<file path="src/rtl/fetch_redirect_unit_if.sv">
// Fetch front-end bundle: instruction-memory request/response, execute redirect,
// and the decode-side instruction handshake.
interface fetch_redirect_unit_if #(
    parameter int XLEN = 32
);
    logic            imem_req;
    logic [XLEN-1:0] imem_addr;
    logic            imem_gnt;
    logic            imem_rvalid;
    logic [31:0]     imem_rdata;
    logic            br_taken;
    logic [XLEN-1:0] br_target;
    logic            id_ready;
    logic            if_valid;
    logic [31:0]     if_instr;
    logic [XLEN-1:0] if_pc;
    logic            misalign;

    modport master (
        output imem_req, imem_addr, if_valid, if_instr, if_pc, misalign,
        input  imem_gnt, imem_rvalid, imem_rdata, br_taken, br_target, id_ready
    );

    modport slave (
        input  imem_req, imem_addr, if_valid, if_instr, if_pc, misalign,
        output imem_gnt, imem_rvalid, imem_rdata, br_taken, br_target, id_ready
    );
endinterface

</file>
<file path="src/rtl/fetch_redirect_unit.sv">
// Instruction-fetch front end: owns the PC, keeps one imem request outstanding,
// buffers words in an output + skid pair, and re-steers on execute redirects.
module fetch_redirect_unit #(
    parameter int              XLEN      = 32,
    parameter logic [XLEN-1:0] RESET_PC  = '0,
    parameter logic [31:0]     NOP_INSTR = 32'h0000_0013
) (
    input  logic                  clk,
    input  logic                  rst_n,
    fetch_redirect_unit_if.master fe
);
    typedef enum logic [1:0] {S_REQ, S_WAIT, S_HOLD, S_DROP} state_t;

    state_t          r_state;
    state_t          w_next_state;
    logic [XLEN-1:0] r_pc;
    logic [XLEN-1:0] r_req_pc;
    logic            r_out_valid;
    logic [31:0]     r_out_instr;
    logic [XLEN-1:0] r_out_pc;
    logic [31:0]     r_skid_instr;
    logic [XLEN-1:0] r_skid_pc;
    logic            r_misalign;

    logic w_fire_req;
    logic w_out_free;
    logic w_load_mem;
    logic w_load_skid;
    logic w_skid_to_out;

    assign w_fire_req    = (r_state == S_REQ) & fe.imem_gnt;
    assign w_out_free    = ~r_out_valid | fe.id_ready;
    assign w_load_mem    = (r_state == S_WAIT) & fe.imem_rvalid & w_out_free & ~fe.br_taken;
    assign w_load_skid   = (r_state == S_WAIT) & fe.imem_rvalid & ~w_out_free & ~fe.br_taken;
    assign w_skid_to_out = (r_state == S_HOLD) & fe.id_ready & ~fe.br_taken;

    // NOTE: sequential state uses non-blocking assignments so every register
    // samples pre-edge values regardless of process ordering.
    always_ff @(posedge clk or negedge rst_n) begin
        if (!rst_n) r_state <= S_REQ;
        else        r_state <= w_next_state;
    end

    // NOTE: the default assignment first keeps this block free of inferred latches.
    always_comb begin
        w_next_state = r_state;
        if (fe.br_taken) begin
            // Park in S_DROP only if a response is still owed after this edge.
            unique case (r_state)
                S_REQ:   w_next_state = fe.imem_gnt    ? S_DROP : S_REQ;
                S_WAIT:  w_next_state = fe.imem_rvalid ? S_REQ  : S_DROP;
                S_DROP:  w_next_state = fe.imem_rvalid ? S_REQ  : S_DROP;
                default: w_next_state = S_REQ;
            endcase
        end else begin
            unique case (r_state)
                S_REQ:   if (fe.imem_gnt) w_next_state = S_WAIT;
                S_WAIT:  if (fe.imem_rvalid) w_next_state = w_out_free ? S_REQ : S_HOLD;
                S_HOLD:  if (fe.id_ready) w_next_state = S_REQ;
                S_DROP:  if (fe.imem_rvalid) w_next_state = S_REQ;
                default: w_next_state = S_REQ;
            endcase
        end
    end

    always_comb begin
        fe.imem_req  = (r_state == S_REQ) & rst_n;
        fe.imem_addr = r_pc;
        fe.if_valid  = r_out_valid;
        fe.if_instr  = r_out_valid ? r_out_instr : NOP_INSTR;
        fe.if_pc     = r_out_pc;
        fe.misalign  = r_misalign;
    end

    always_ff @(posedge clk or negedge rst_n) begin
        if (!rst_n) begin
            r_pc        <= RESET_PC;
            r_req_pc    <= RESET_PC;
            r_out_valid <= 1'b0;
            r_out_instr <= NOP_INSTR;
            r_out_pc    <= RESET_PC;
            r_misalign  <= 1'b0;
        end else begin
            r_misalign <= fe.br_taken & fe.br_target[1];

            if (fe.br_taken)     r_pc <= {fe.br_target[XLEN-1:2], 2'b00};
            else if (w_fire_req) r_pc <= r_pc + XLEN'(4);

            if (w_fire_req) r_req_pc <= r_pc;

            // A same-cycle transfer has already completed; the flush wins the edge.
            if (fe.br_taken) begin
                r_out_valid <= 1'b0;
            end else if (w_load_mem) begin
                r_out_valid <= 1'b1;
                r_out_instr <= fe.imem_rdata;
                r_out_pc    <= r_req_pc;
            end else if (w_skid_to_out) begin
                r_out_valid <= 1'b1;
                r_out_instr <= r_skid_instr;
                r_out_pc    <= r_skid_pc;
            end else if (fe.id_ready) begin
                r_out_valid <= 1'b0;
            end
        end
    end

    // NOTE: the skid payload carries no reset; it is only meaningful in S_HOLD,
    // which is entered solely by loading it.
    always_ff @(posedge clk) begin
        if (w_load_skid) begin
            r_skid_instr <= fe.imem_rdata;
            r_skid_pc    <= r_req_pc;
        end
    end
endmodule

</file>
<file path="src/flat_wrapper.sv">
// flat-port wrapper written by rule: the top's interface ports become plain ports
module fetch_redirect_unit_flat 
#(
    parameter int              XLEN      = 32,
    parameter logic [XLEN-1:0] RESET_PC  = '0,
    parameter logic [31:0]     NOP_INSTR = 32'h0000_0013
)
  (clk, rst_n, fe_imem_req, fe_imem_addr, fe_if_valid, fe_if_instr, fe_if_pc, fe_misalign, fe_imem_gnt, fe_imem_rvalid, fe_imem_rdata, fe_br_taken, fe_br_target, fe_id_ready);
  fetch_redirect_unit_if #(.XLEN(XLEN)) fe_i ();
  input  logic clk;
  input  logic rst_n;
  output wire logic [$bits(fe_i.imem_req)-1:0] fe_imem_req;
  output wire logic [$bits(fe_i.imem_addr)-1:0] fe_imem_addr;
  output wire logic [$bits(fe_i.if_valid)-1:0] fe_if_valid;
  output wire logic [$bits(fe_i.if_instr)-1:0] fe_if_instr;
  output wire logic [$bits(fe_i.if_pc)-1:0] fe_if_pc;
  output wire logic [$bits(fe_i.misalign)-1:0] fe_misalign;
  input wire logic [$bits(fe_i.imem_gnt)-1:0] fe_imem_gnt;
  input wire logic [$bits(fe_i.imem_rvalid)-1:0] fe_imem_rvalid;
  input wire logic [$bits(fe_i.imem_rdata)-1:0] fe_imem_rdata;
  input wire logic [$bits(fe_i.br_taken)-1:0] fe_br_taken;
  input wire logic [$bits(fe_i.br_target)-1:0] fe_br_target;
  input wire logic [$bits(fe_i.id_ready)-1:0] fe_id_ready;
  assign fe_imem_req = fe_i.imem_req;
  assign fe_imem_addr = fe_i.imem_addr;
  assign fe_if_valid = fe_i.if_valid;
  assign fe_if_instr = fe_i.if_instr;
  assign fe_if_pc = fe_i.if_pc;
  assign fe_misalign = fe_i.misalign;
  assign fe_i.imem_gnt = fe_imem_gnt;
  assign fe_i.imem_rvalid = fe_imem_rvalid;
  assign fe_i.imem_rdata = fe_imem_rdata;
  assign fe_i.br_taken = fe_br_taken;
  assign fe_i.br_target = fe_br_target;
  assign fe_i.id_ready = fe_id_ready;
  fetch_redirect_unit #(.XLEN(XLEN), .RESET_PC(RESET_PC), .NOP_INSTR(NOP_INSTR)) u_core (.clk(clk), .rst_n(rst_n), .fe(fe_i));
endmodule
</file>
<file path="config.mk">
export PLATFORM = sky130hd
export DESIGN_NAME = fetch_redirect_unit_flat
export DESIGN_NICKNAME = d
export VERILOG_FILES = /design/src/rtl/fetch_redirect_unit_if.sv /design/src/rtl/fetch_redirect_unit.sv /design/src/flat_wrapper.sv
export SDC_FILE = /design/constraint.sdc
export NUM_CORES = 1
export LEC_CHECK = 0
export CAP_MARGIN = 20
export CELL_PAD_IN_SITES_DETAIL_PLACEMENT = 2
export CELL_PAD_IN_SITES_GLOBAL_PLACEMENT = 2
export CORE_UTILIZATION = 33
export DETAILED_ROUTE_END_ITERATION = 12
export PLACE_DENSITY_LB_ADDON = 0.05
export SETUP_SLACK_MARGIN = 0.02
export SYNTH_ARGS = -nofsm -noshare
export SYNTH_HDL_FRONTEND = slang
export SYNTH_SLANG_ARGS = --single-unit
</file>
<file path="constraint.sdc">
create_clock -name clk -period 4.5 [get_ports clk]
set_input_delay 1.125 -clock clk [delete_from_list [all_inputs] [get_ports clk]]
set_output_delay 1.125 -clock clk [all_outputs]
set_load 0.01 [all_outputs]
</file>
Yosys cells after proc, flatten, opt, wreduce, memory -nomap -nowiden
Cells that the tools add are included.
{"block": "word_totals", "register_bits": 196, "in_bits": 70, "output_inout_bits": 99, "elab_cells": 59}
{"block": "op_classes", "add_sub_neg": 1, "eq_ne": 7, "n_mux": 21, "n_bitwise": 14, "reduce_logical": 7}
{"operator": "2-to-1 mux 32 bit", "count": 7}
{"operator": "adder 32 x 3 -> 32 bit, second input constant", "count": 1}
{"operator": "2-to-1 mux 2 bit", "count": 8}
{"operator": "inequality test 3 bit, second input constant", "count": 4}
{"operator": "AND 1 bit", "count": 10}
{"operator": "one-hot mux 2 bit (4 select lines)", "count": 1}
{"operator": "== test 2 bit, second input constant", "count": 2}
{"operator": "2-to-1 mux 1 bit", "count": 4}
{"operator": "one-hot mux 2 bit (2 select lines)", "count": 1}
{"operator": "AND reduction 4 bit", "count": 1}
{"operator": "nonzero test 2 bit", "count": 2}
{"operator": "nonzero test 4 bit", "count": 1}
{"operator": "NOT 1 bit", "count": 3}
{"operator": "== test 2 x 1 -> 1 bit, second input constant", "count": 1}
{"operator": "zero test 2 bit", "count": 1}
{"operator": "AND reduction 2 bit", "count": 1}
{"operator": "OR reduction 2 bit", "count": 1}
{"operator": "OR 1 bit", "count": 1}

Logic depth before layout (Yosys ltp)
Gate-level depths: netlist (run 1).
{"block": "logic_depth", "depth_word": 6, "depth_mapped": 7, "depth_no_buf": 6}

Worst setup path after synthesis (run 1)
OpenSTA, ideal clock, no wires.
{"block": "synth_path", "path_kind": "in2reg", "startpoint": "input fe_br_taken", "endpoint": "register u_core.r_skid_instr[0] (enable)", "setup_time_ns": 0.482, "t_arrival_ns": 4.149, "required_time_ns": 4.018, "path_slack_ns": -0.131, "path_stages": 4, "path_buffers": 1, "cell_sequence": "clkbuf_1 nor2_1 nand3_1 nor2_1"}
{"block": "synth_between", "elab_chain_len": 2}
{"element": "start: declaration", "line": "flat_wrapper.sv:21", "source": "input wire logic [$bits(fe_i.br_taken)-1:0] fe_br_taken;"}
{"element": "NOT 1 bit (no line)"}
{"element": "AND 1 bit", "line": "fetch_redirect_unit.sv:34", "source": "assign w_load_skid = (r_state == S_WAIT) & fe.imem_rvalid & ~w_out_free & ~fe.br_taken;"}
{"element": "named net u_core.w_load_skid", "line": "fetch_redirect_unit.sv:28", "source": "logic w_load_skid;"}
{"element": "end signal: assignment", "line": "fetch_redirect_unit.sv:112", "source": "r_skid_instr <= fe.imem_rdata;"}
{"element": "end: declaration", "line": "fetch_redirect_unit.sv:21", "source": "logic [31:0] r_skid_instr;"}
The timed path passes the listed nets, and every way through them passes these cells.
A chain may end at the register's enable or synchronous reset.

Worst setup path after layout (run 1)
{"block": "layout_path", "startpoint": "input rst_n", "endpoint": "output fe_imem_req"}
{"block": "layout_between", "elab_chain_len": 1}
{"element": "start: declaration", "line": "flat_wrapper.sv:11", "source": "input logic rst_n;"}
{"element": "AND 1 bit", "line": "fetch_redirect_unit.sv:67", "source": "fe.imem_req = (r_state == S_REQ) & rst_n;"}
{"element": "end: declaration", "line": "flat_wrapper.sv:12", "source": "output wire logic [$bits(fe_i.imem_req)-1:0] fe_imem_req;"}
Every way passes these cells.

==> results of run 1 <==
[cell usage in the layout, fill, tap and decap left out, types with 3 or more instances in the layout]
cell type	netlist	routed
xnor2_1	11	11
nor3_1	5	4
dfstp_2	3	3
nand4_1	14	14
nand2_1	129	129
clkbuf_16	0	17
mux2_2	4	4
clkdlybuf4s50_1	0	161
conb_1	1	4
and2_1	34	34
nand2b_1	4	4
mux2i_1	63	63
edfxtp_1	62	62
buf_4	4	6
a21oi_1	64	64
dfrtp_1	123	123
clkbuf_1	31	3
and3_1	10	10
nand3_1	11	11
clkinvlp_4	0	5
nor2_1	73	72
o21ai_1	22	22
xor2_1	18	18
o21ai_0	5	5
[power by group through the flow]
stage / clock [mW] / sequential [mW] / combinational (mW)
2_1_floorplan: 0 / 2.61 / 0.822
3_3_place_gp: 0 / 2.62 / 1.60
3_5_place_dp: 0 / 2.66 / 1.69
4_1_cts: 1.47 / 2.63 / 1.70
5_1_grt: 1.53 / 2.67 / 1.88
6_report: 1.42 / 2.60 / 1.70
[worst reg2reg max path: cells and delay by family, from the launching register on]
| kind | cells | cell delay [ns] |
|---|---|---|
| AO/OA/AOI/OAI | 1 | 0.07 |
| XOR/XNOR | 1 | 0.20 |
| AND/OR/NAND/NOR | 3 | 1.23 |
| flip-flops | 1 | 0.51 |
| buffers and inverters | 1 | 0.27 |
[per-stage QoR]
stage                     cell area (µm²)  utilization [%]  cells  power [mW]
final                               10500             44.5   1196        5.72
after global placement               9900             42.1   1163        4.22
after global routing                10500             44.5   1196        6.08
after floorplan                      7980                -    717        3.43
after CTS                           10500             44.4   1195        5.81
after detailed placement             9900             42.1   1163        4.35
[layout make-up]
type	instances	area (µm²)	area share, %
Tap cell	319	399	3.81
Timing Repair Buffer	172	1740	16.6
Multi-Input combinational cell	483	2770	26.4
Inverter	2	7.51	0.0716
Clock inverter	11	97.6	0.931
Sequential cell	188	5020	47.9
Clock buffer	21	450	4.30
[routing by layer]
metal	GRT usage, %	up-vias
met5	0	-
met4	6.75	0
met3	4.90	24
met2	31.3	131
met1	22.8	2861
li1	-	2718
[synth_stat cells, types with 3 or more instances]
cell,count
xnor2_1,11
mux2_2,4
o21ai_0,5
edfxtp_1,62
xor2_1,18
clkbuf_1,31
dfrtp_1,123
mux2i_1,63
and2_1,34
nor3_1,5
buf_4,4
and3_1,10
o21ai_1,22
nand2b_1,4
dfstp_2,3
nand2_1,129
nand4_1,14
buf_2,8
nand3_1,11
a21oi_1,64
nor2_1,73
[final timing paths]
path,endpoint,depth (start not counted),slack [ns]
hold reg to reg,u_core.r_skid_pc[21],0,0.46
hold / removal,u_core.r_out_instr[7],1,0.46
setup / recovery,fe_imem_req,3,1.38
max in group asynchronous,u_core.r_req_pc[17],2,2.94
min in group clk,u_core.r_skid_pc[21],0,0.47
setup reg to reg,u_core.fe.imem_addr[13],6,2.09
[cells by family after synthesis]
| group | after synthesis |
|---|---|
| XOR/XNOR | 29 |
| other | 1 |
| adder cells (fa/ha/maj) | 1 |
| AND/OR/NAND/NOR | 290 |
| buffers and inverters | 46 |
| multiplexers | 67 |
| AO/OA/AOI/OAI | 92 |
| flip-flops | 188 |
[flip-flops by register name, indices dropped and copies added, names as in the netlist]
register and flops:
u_core.r_req_pc 30, u_core.r_state 2, u_core.fe.misalign 1, u_core.fe.imem_addr 30
u_core.r_skid_instr 32, u_core.fe.if_valid 1, u_core.r_skid_pc 30, u_core.r_out_instr 32
u_core.fe.if_pc 30
==> flow_summary.json, run 1 <==
{
  "ctsHoldBuffers": 0,
  "synth_compound_area_share_pct": 5.83,
  "vias": 5734,
  "critPathTopFamily": "buffers and inverters",
  "cts_buffer_depth": 2,
  "die_x_um": 157,
  "combPwrFrac_pct": 29.7,
  "syn_to_final_growth_pct": 31.6,
  "synth.area.top_cells": "dfrtp_1 39%, edfxtp_1 23%, mux2i_1 7.9%",
  "num_antenna_cells": 0,
  "cp.arrival_ns": 2.00,
  "dr_wl_met2_um": 10600,
  "path_clk_slew_ns": 0.07,
  "port_buffers": 163,
  "power.density_nw_per_um2": 545,
  "period_share_pct": 69.4,
  "gp_congestion": 0.756,
  "place_ws_ns": 0.957,
  "synth_fa_ha_area_share_pct": 0.157,
  "cts_buffers": 17,
  "swShare_pct": 31.4,
  "core_um2": 23500,
  "initial_core_util_pct": 33.8,
  "num_io_pins": 169,
  "drt-pass1-iter-count": 4,
  "drv_cap": 0,
  "yosysWarningCount": 0,
  "critPathKind": "in2out",
  "yosys.area_share.simple_pct": 16.7,
  "cpMaxStageDelayCell": "clkdlybuf4s50_1",
  "insertion_delay_ns": 0.43,
  "clock-sinks": 188,
  "fin_crit_ns": 3.12,
  "synth-xor-area-share_pct": 3.19,
  "cts_tree": "done",
  "yosysSeqAreaShare_pct": 63.0,
  "drive_gt1_share_pct": 5.70,
  "nNetsFinal": 935,
  "worstPathMaxFanout": 4,
  "synth-async-reset-ratio_pct": 67.0,
  "grt_pass1_wl_um": 34700,
  "r2r_start": "u_core.r_state[0]",
  "crit_buf_inv": 2,
  "grt_max_degree": 126,
  "rows": 56,
  "root_buffer": "clkbuf_16",
  "tns_ns": 0,
  "dieArea_um2": 24800,
  "hold_viol": 0,
  "timing.hold.ws_ns": 0.465,
  "p_switching_mw": 1.80,
  "drt-initial-drc-count": 125,
  "synth_edf_count": 62,
  "grt_usage_pct": 18.6,
  "cp_slowest_stage_delay_ns": 0.59,
  "grt_pass1_vias": 6384,
  "worst_pin_slew_ns": 0.925,
  "gr-total-overflow": 0,
  "fillers": 2463,
  "p_int_mw": 3.92,
  "clock_skew_ns": 0.00490,
  "critPathLaunch": "rst_n",
  "wl_met1_um": 9630,
  "wirelength_um": 21700,
  "synth_area_um2": 7970,
  "fmax_ghz": 0.320,
  "synth_top_cell_by_area": "dfrtp_1",
  "hpwl_um": 14500,
  "post_cts_resized": 0,
  "fp.dieH_um": 157,
  "start_kind": "input port",
  "synth_top_family_by_area": "simple AND/OR/NAND/NOR gates",
  "cp_data_required_time_ns": 3.38,
  "outcome": "complete, no violations",
  "antenna_left": 0,
  "cp-end-kind": "output pin",
  "rsz0062_at_grt": "false",
  "setup_ws_ns": 1.38,
  "wl_per_cell_um": 18.1,
  "setup_viol": 0,
  "vias_per_cell": 4.79,
  "drc_errors": 0,
  "syn_area_per_cell_um2": 11.2,
  "postCtsSetupRepairBufs": 0,
  "ys_ff_latch": 188,
  "antenna_found_initial": 0,
  "maxSlewViolCount": 0,
  "ys_types": 34,
  "synth.top_cell.area_share_pct": 38.6,
  "netlist_instances": 714,
  "routed.top_layer": "met4",
  "vdd_drop_max_uv": 216,
  "worstPathCellList": "buf_6 > and3_1 > clkdlybuf4s50_1",
  "htreeDepth": 4,
  "power.clock.fraction_pct": 24.8,
  "synth.area.mux_share_pct": 8.48,
  "slew_headroom_pct": 38.3,
  "leakagePower_nw": 4.09,
  "ys.flop_type": "dfrtp_1",
  "pwr-share-seq_pct": 45.5,
  "routed-wl-met3_um": 1090,
  "hold_path.class": "in2async"
}
Power figures use the tool's default switching activity.
==> inputs of run 2 (changes only) <==
--- a/config.mk
+++ b/config.mk
@@ -8,7 +8,7 @@
 export CAP_MARGIN = 20
 export CELL_PAD_IN_SITES_DETAIL_PLACEMENT = 2
 export CELL_PAD_IN_SITES_GLOBAL_PLACEMENT = 2
-export CORE_UTILIZATION = 33
+export CORE_UTILIZATION = 29
 export DETAILED_ROUTE_END_ITERATION = 12
 export PLACE_DENSITY_LB_ADDON = 0.05
 export SETUP_SLACK_MARGIN = 0.02
==> constraint.sdc (replaced) <==
create_clock -name clk -period 2.8 [get_ports clk]
set_input_delay 0.7 -clock clk [delete_from_list [all_inputs] [get_ports clk]]
set_output_delay 0.7 -clock clk [all_outputs]
set_load 0.01 [all_outputs]
==> run 2 against run 1 <==
Effect of this change:
- critical path depth did not move
- count of clock-buffer cells in the layout fell by 1
- final area increased by 1.3%
- critical path type is now reg2out
- routed wire length is 3.7% higher
- critical endpoint is now fe_if_instr[14]
- clock power up 69%
- largest cell class unchanged
- global-route usage fell by 1.9 points
- sequential power increased by 62%
- register-to-register slack worse by 1.4 ns
- sequential cell count unchanged
==> flow_summary.json, run 2 (synthesis gave the netlist of run 1 again) <==
{
  "nNetsFinal": 942,
  "wirelength_um": 22500,
  "num_antenna_cells": 0,
  "fin_util_pct": 39.4,
  "leakagePower_nw": 4.15,
  "cp.arrival_ns": 1.88,
  "die_x_um": 168,
  "hold_path.class": "in2async",
  "core_um2": 27000,
  "fmax_ghz": 0.387,
  "drt-pass1-iter-count": 4,
  "drive_gt1_share_pct": 6.56,
  "root_buffer": "clkbuf_16",
  "period_share_pct": 92.3,
  "final_area_um2": 10600,
  "drv_cap": 0,
  "slew_headroom_pct": 49.3,
  "grt_max_degree": 127,
  "rows": 60,
  "wl_per_cell_um": 18.3,
  "postCtsSetupRepairBufs": 0,
  "antenna_found_initial": 1,
  "setup_viol": 0,
  "vdd_drop_max_uv": 347,
  "drt-initial-drc-count": 223,
  "r2r_start": "u_core.fe.imem_addr[10]",
  "maxSlewViolCount": 0,
  "syn_to_final_growth_pct": 33.3,
  "worst_pin_slew_ns": 0.761,
  "cts_tree": "done",
  "clock_skew_ns": 0.0132,
  "post_cts_resized": 0,
  "vias_per_cell": 4.69,
  "grt_pass1_wl_um": 36300,
  "worstPathMaxFanout": 33,
  "fp.dieH_um": 168,
  "layout.cells.non_filler": 1225,
  "initial_core_util_pct": 29.6,
  "rsz0062_at_grt": "false",
  "cp_data_required_time_ns": 2.10,
  "cts_buffers": 17,
  "hold_viol": 0,
  "regToRegSetupSlack_ns": 0.69,
  "port_buffers": 163,
  "grt_pass1_vias": 6486,
  "hpwl_um": 15400,
  "num_io_pins": 169,
  "clock-sinks": 188,
  "placed_cell_area_um2": 10000,
  "layout_commonest_cell": "clkdlybuf4s50_1",
  "path_clk_slew_ns": 0.07,
  "final_cell_mix": "161 x clkdlybuf4s50_1, 129 x nand2_1, 123 x dfrtp_1",
  "power.total_mw": 9.31,
  "placed_cells": 1193,
  "drc_errors": 0,
  "insertion_delay_ns": 0.43,
  "dieArea_um2": 28100,
  "htreeDepth": 4,
  "tns_ns": 0,
  "start_kind": "flop",
  "fin_crit_ns": 2.58,
  "ctsHoldBuffers": 0,
  "gp_congestion": 0.720,
  "regToRegEndpoint": "u_core.fe.imem_addr[24]",
  "outcome": "complete, no violations",
  "cp-end-kind": "output pin",
  "worstRegToRegCells": 5,
  "power.density_nw_per_um2": 877,
  "grt_usage_pct": 16.7,
  "gr-total-overflow": 0,
  "critPathKind": "reg2out",
  "reg.largest.list": "u_core.r_out_instr x32, u_core.r_skid_instr x32",
  "crit_path_end": "fe_if_instr[14]",
  "critPathLaunch": "u_core.fe.if_valid",
  "vias": 5750,
  "antenna_left": 0,
  "cts_buffer_depth": 2
}
## run 2: changes by cell type in the layout (fill, tap and decap cells not counted), sizes merged
cell,change
clkbuf,-1
inv,+2
clkinvlp,-2
buf,+7
bufinv,+1
## run 2: critical path: stages, from the launching register on
cell and delay, ns:
dfrtp_1 0.35, buf_4 0.33, and2_1 0.18, clkdlybuf4s50_1 0.58
## run 2: where the power goes
part / total [mW] / switching (mW) / internal (mW)
logic: 2.71 / 1.30 / 1.41
registers: 4.20 / 0.560 / 3.64
clock network: 2.40 / 1.07 / 1.33
total: 9.31 / 2.93 / 6.38
## run 2: through the flow
stage / setup slack, ns / hold WS [ns]
after floorplan: 0.287 / 0.404
after global placement: 0.145 / 0.466
after detailed placement: 0.0933 / 0.463
after CTS: 0.170 / 0.460
after global routing: 0.117 / 0.464
final: 0.215 / 0.406
## run 2: worst min-delay path by stage
stage,endpoint,slack [ns],cells past startpoint
4_1_cts,u_core.r_out_instr[28],0.46,2
6_report,u_core.r_out_instr[21],0.41,2
2_1_floorplan,u_core.fe.if_pc[10],0.40,0
3_3_place_gp,u_core.r_skid_pc[18],0.47,0
3_5_place_dp,u_core.r_skid_pc[29],0.46,0
5_1_grt,u_core.r_out_instr[21],0.46,2
## run 2: layout make-up
type,instances,area [µm²]
Inverter,2,7.51
Timing Repair Buffer,179,1820
Sequential cell,188,5020
Multi-Input combinational cell,483,2770
Fill cell,2845,16300
Tap cell,341,427
Clock buffer,20,437
Clock inverter,12,139
## run 2: metal layers
metal	track usage [%]	up-vias	share of wire (%)
met1	21.7	2867	46
met3	3.05	15	3.7
met5	0	-	0
met4	4.67	0	0.89
met2	28.4	126	49
li1	-	2742	-
==> inputs of run 3 (changes only) <==
--- a/config.mk
+++ b/config.mk
@@ -8,10 +8,11 @@
 export CAP_MARGIN = 20
 export CELL_PAD_IN_SITES_DETAIL_PLACEMENT = 2
 export CELL_PAD_IN_SITES_GLOBAL_PLACEMENT = 2
-export CORE_UTILIZATION = 29
+export CORE_UTILIZATION = 35
 export DETAILED_ROUTE_END_ITERATION = 12
 export PLACE_DENSITY_LB_ADDON = 0.05
 export SETUP_SLACK_MARGIN = 0.02
+export SKIP_LAST_GASP = 1
 export SYNTH_ARGS = -nofsm -noshare
 export SYNTH_HDL_FRONTEND = slang
 export SYNTH_SLANG_ARGS = --single-unit
==> constraint.sdc (replaced) <==
create_clock -name clk -period 3.02 [get_ports clk]
set_input_delay 0.755 -clock clk [delete_from_list [all_inputs] [get_ports clk]]
set_output_delay 0.755 -clock clk [all_outputs]
set_load 0.02 [all_outputs]
==> run 3 against run 2 <==
Effect of this change:
- final area decreased by 1.4%
- routed wire length shrank 2.8%
- clock skew decreased by 0.0018 ns
- critical endpoint is now fe_if_instr[31]
- largest power group unchanged
- first-iteration DRC count shrank 20%
- utilization is 8.0 points higher
- final cell count shrank 5.6%
==> flow_summary.json, run 3 (synthesis gave the netlist of run 1 again) <==
{
  "outcome": "complete, no violations",
  "cts_tree": "done",
  "leakagePower_nw": 4.12,
  "fmax_ghz": 0.369,
  "min_from": "u_core.r_req_pc[4]",
  "wirelength_um": 21900,
  "cp_slowest_stage_delay_ns": 0.64,
  "fillers": 2260,
  "vias_per_cell": 5.03,
  "cts_buffers": 17,
  "setup_ws_ns": 0.313,
  "grt_max_degree": 127,
  "vias": 5819,
  "cp_data_required_time_ns": 2.26,
  "insertion_delay_ns": 0.42,
  "placed_cell_area_um2": 9900,
  "worst_pin_slew_ns": 0.721,
  "regToRegEndpoint": "u_core.fe.imem_addr[31]",
  "fp.dieH_um": 153,
  "setup_viol": 0,
  "ctsHoldBuffers": 0,
  "rows": 54,
  "dieArea_um2": 23400,
  "grt_usage_pct": 19.7,
  "place_ws_ns": 0.196,
  "die_x_um": 153,
  "cpMaxStageDelayCell": "clkdlybuf4s50_1",
  "maxSlewViolCount": 0,
  "rsz0062_at_grt": "false",
  "gr-total-overflow": 0,
  "regToRegSetupSlack_ns": 0.90,
  "cp.arrival_ns": 1.95,
  "clock_skew_ns": 0.0114,
  "critPathLaunch": "u_core.fe.if_valid",
  "crit_buf_inv": 2,
  "grt_pass1_vias": 6551,
  "worstPathCellList": "buf_12 > and2_1 > clkdlybuf4s50_1",
  "grt_pass1_wl_um": 35800,
  "num_io_pins": 169,
  "final_area_um2": 10500,
  "syn_to_final_growth_pct": 31.5,
  "postCtsSetupRepairBufs": 0,
  "cts_buffer_depth": 2,
  "path_clk_slew_ns": 0.07,
  "r2r_start": "u_core.r_state[0]",
  "hpwl_um": 14600,
  "hold_viol": 0,
  "critPathTopFamily": "buffers and inverters",
  "critPathKind": "reg2out",
  "layout.cells.non_filler": 1157,
  "drv_cap": 0,
  "layout_commonest_cell": "clkdlybuf4s50_1",
  "fin_crit_ns": 2.71,
  "worstRegToRegCells": 6,
  "power.total_mw": 8.90,
  "core_um2": 22100,
  "htreeDepth": 4,
  "power.density_nw_per_um2": 850,
  "hold_path.class": "reg2reg",
  "tns_ns": 0,
  "drt-pass1-iter-count": 4,
  "antenna_found_initial": 0,
  "crit_cells": 3,
  "drc_errors": 0,
  "reg.largest.list": "u_core.r_out_instr x32, u_core.r_skid_instr x32",
  "worstPathMaxFanout": 32,
  "start_kind": "flop",
  "drt-initial-drc-count": 178,
  "placed_cells": 1125,
  "nNetsFinal": 935,
  "drive_gt1_share_pct": 6.16,
  "vdd_drop_max_uv": 375,
  "fin_util_pct": 47.4,
  "period_share_pct": 89.6,
  "gp_congestion": 0.780,
  "crit_path_end": "fe_if_instr[31]",
  "num_antenna_cells": 0,
  "antenna_left": 0,
  "root_buffer": "clkbuf_16",
  "initial_core_util_pct": 36.1,
  "wl_per_cell_um": 18.9,
  "timing.hold.ws_ns": 0.472,
  "cp-end-kind": "output pin",
  "clock-sinks": 188,
  "slew_headroom_pct": 51.9,
  "port_buffers": 163,
  "post_cts_resized": 0,
  "final_cell_mix": "161 x clkdlybuf4s50_1, 129 x nand2_1, 123 x dfrtp_1"
}
-- run 3: cell count changes in the layout (fill, tap and decap cells not counted), sizes merged --
| cell | change |
|---|---|
| buf | -7 |
| clkinvlp | +2 |
| clkinv | +2 |
| inv | -1 |
| clkbuf | -3 |
-- run 3: worst reg2reg max path: cells and delay by family, from the launching register on --
kind	cells	cell delay [ns]
AO/OA/AOI/OAI	1	0.09
XOR/XNOR	1	0.22
buffers and inverters	1	0.20
flip-flops	1	0.51
AND/OR/NAND/NOR	3	0.96
-- run 3: report_power, final --
| part | internal, mW | leakage (nW) | switching, mW |
|---|---|---|---|
| Clock | 1.22 | 0.269 | 0.978 |
| Combinational | 1.30 | 1.78 | 1.52 |
| Sequential | 3.38 | 2.06 | 0.510 |
-- run 3: layout make-up --
cell class	instances	area [µm²]	area share [%]
Timing Repair Buffer	172	1760	16.8
Multi-Input combinational cell	483	2770	26.4
Clock inverter	15	148	1.41
Sequential cell	188	5020	47.9
Clock buffer	17	425	4.06
Tap cell	280	350	3.34
Inverter	2	7.51	0.0717
-- run 3: layer usage --
| layer | GRT usage [%] | wire length, µm | up-vias |
|---|---|---|---|
| met5 | 0 | 0 | - |
| met4 | 6.30 | 317 | 0 |
| met3 | 3.29 | 765 | 19 |
| met2 | 34.0 | 10900 | 135 |
| met1 | 25.3 | 9900 | 2937 |
| li1 | - | - | 2728 |
-- run 3: worst min-delay path by stage --
stage	endpoint	slack (ns)	cells past startpoint
finish	u_core.r_skid_pc[4]	0.47	0
global route	u_core.r_skid_pc[14]	0.49	0
detailed placement	u_core.r_skid_pc[4]	0.46	0
CTS	u_core.r_skid_pc[4]	0.48	0
global placement	u_core.r_skid_pc[30]	0.46	0
floorplan	u_core.r_skid_pc[10]	0.45	0
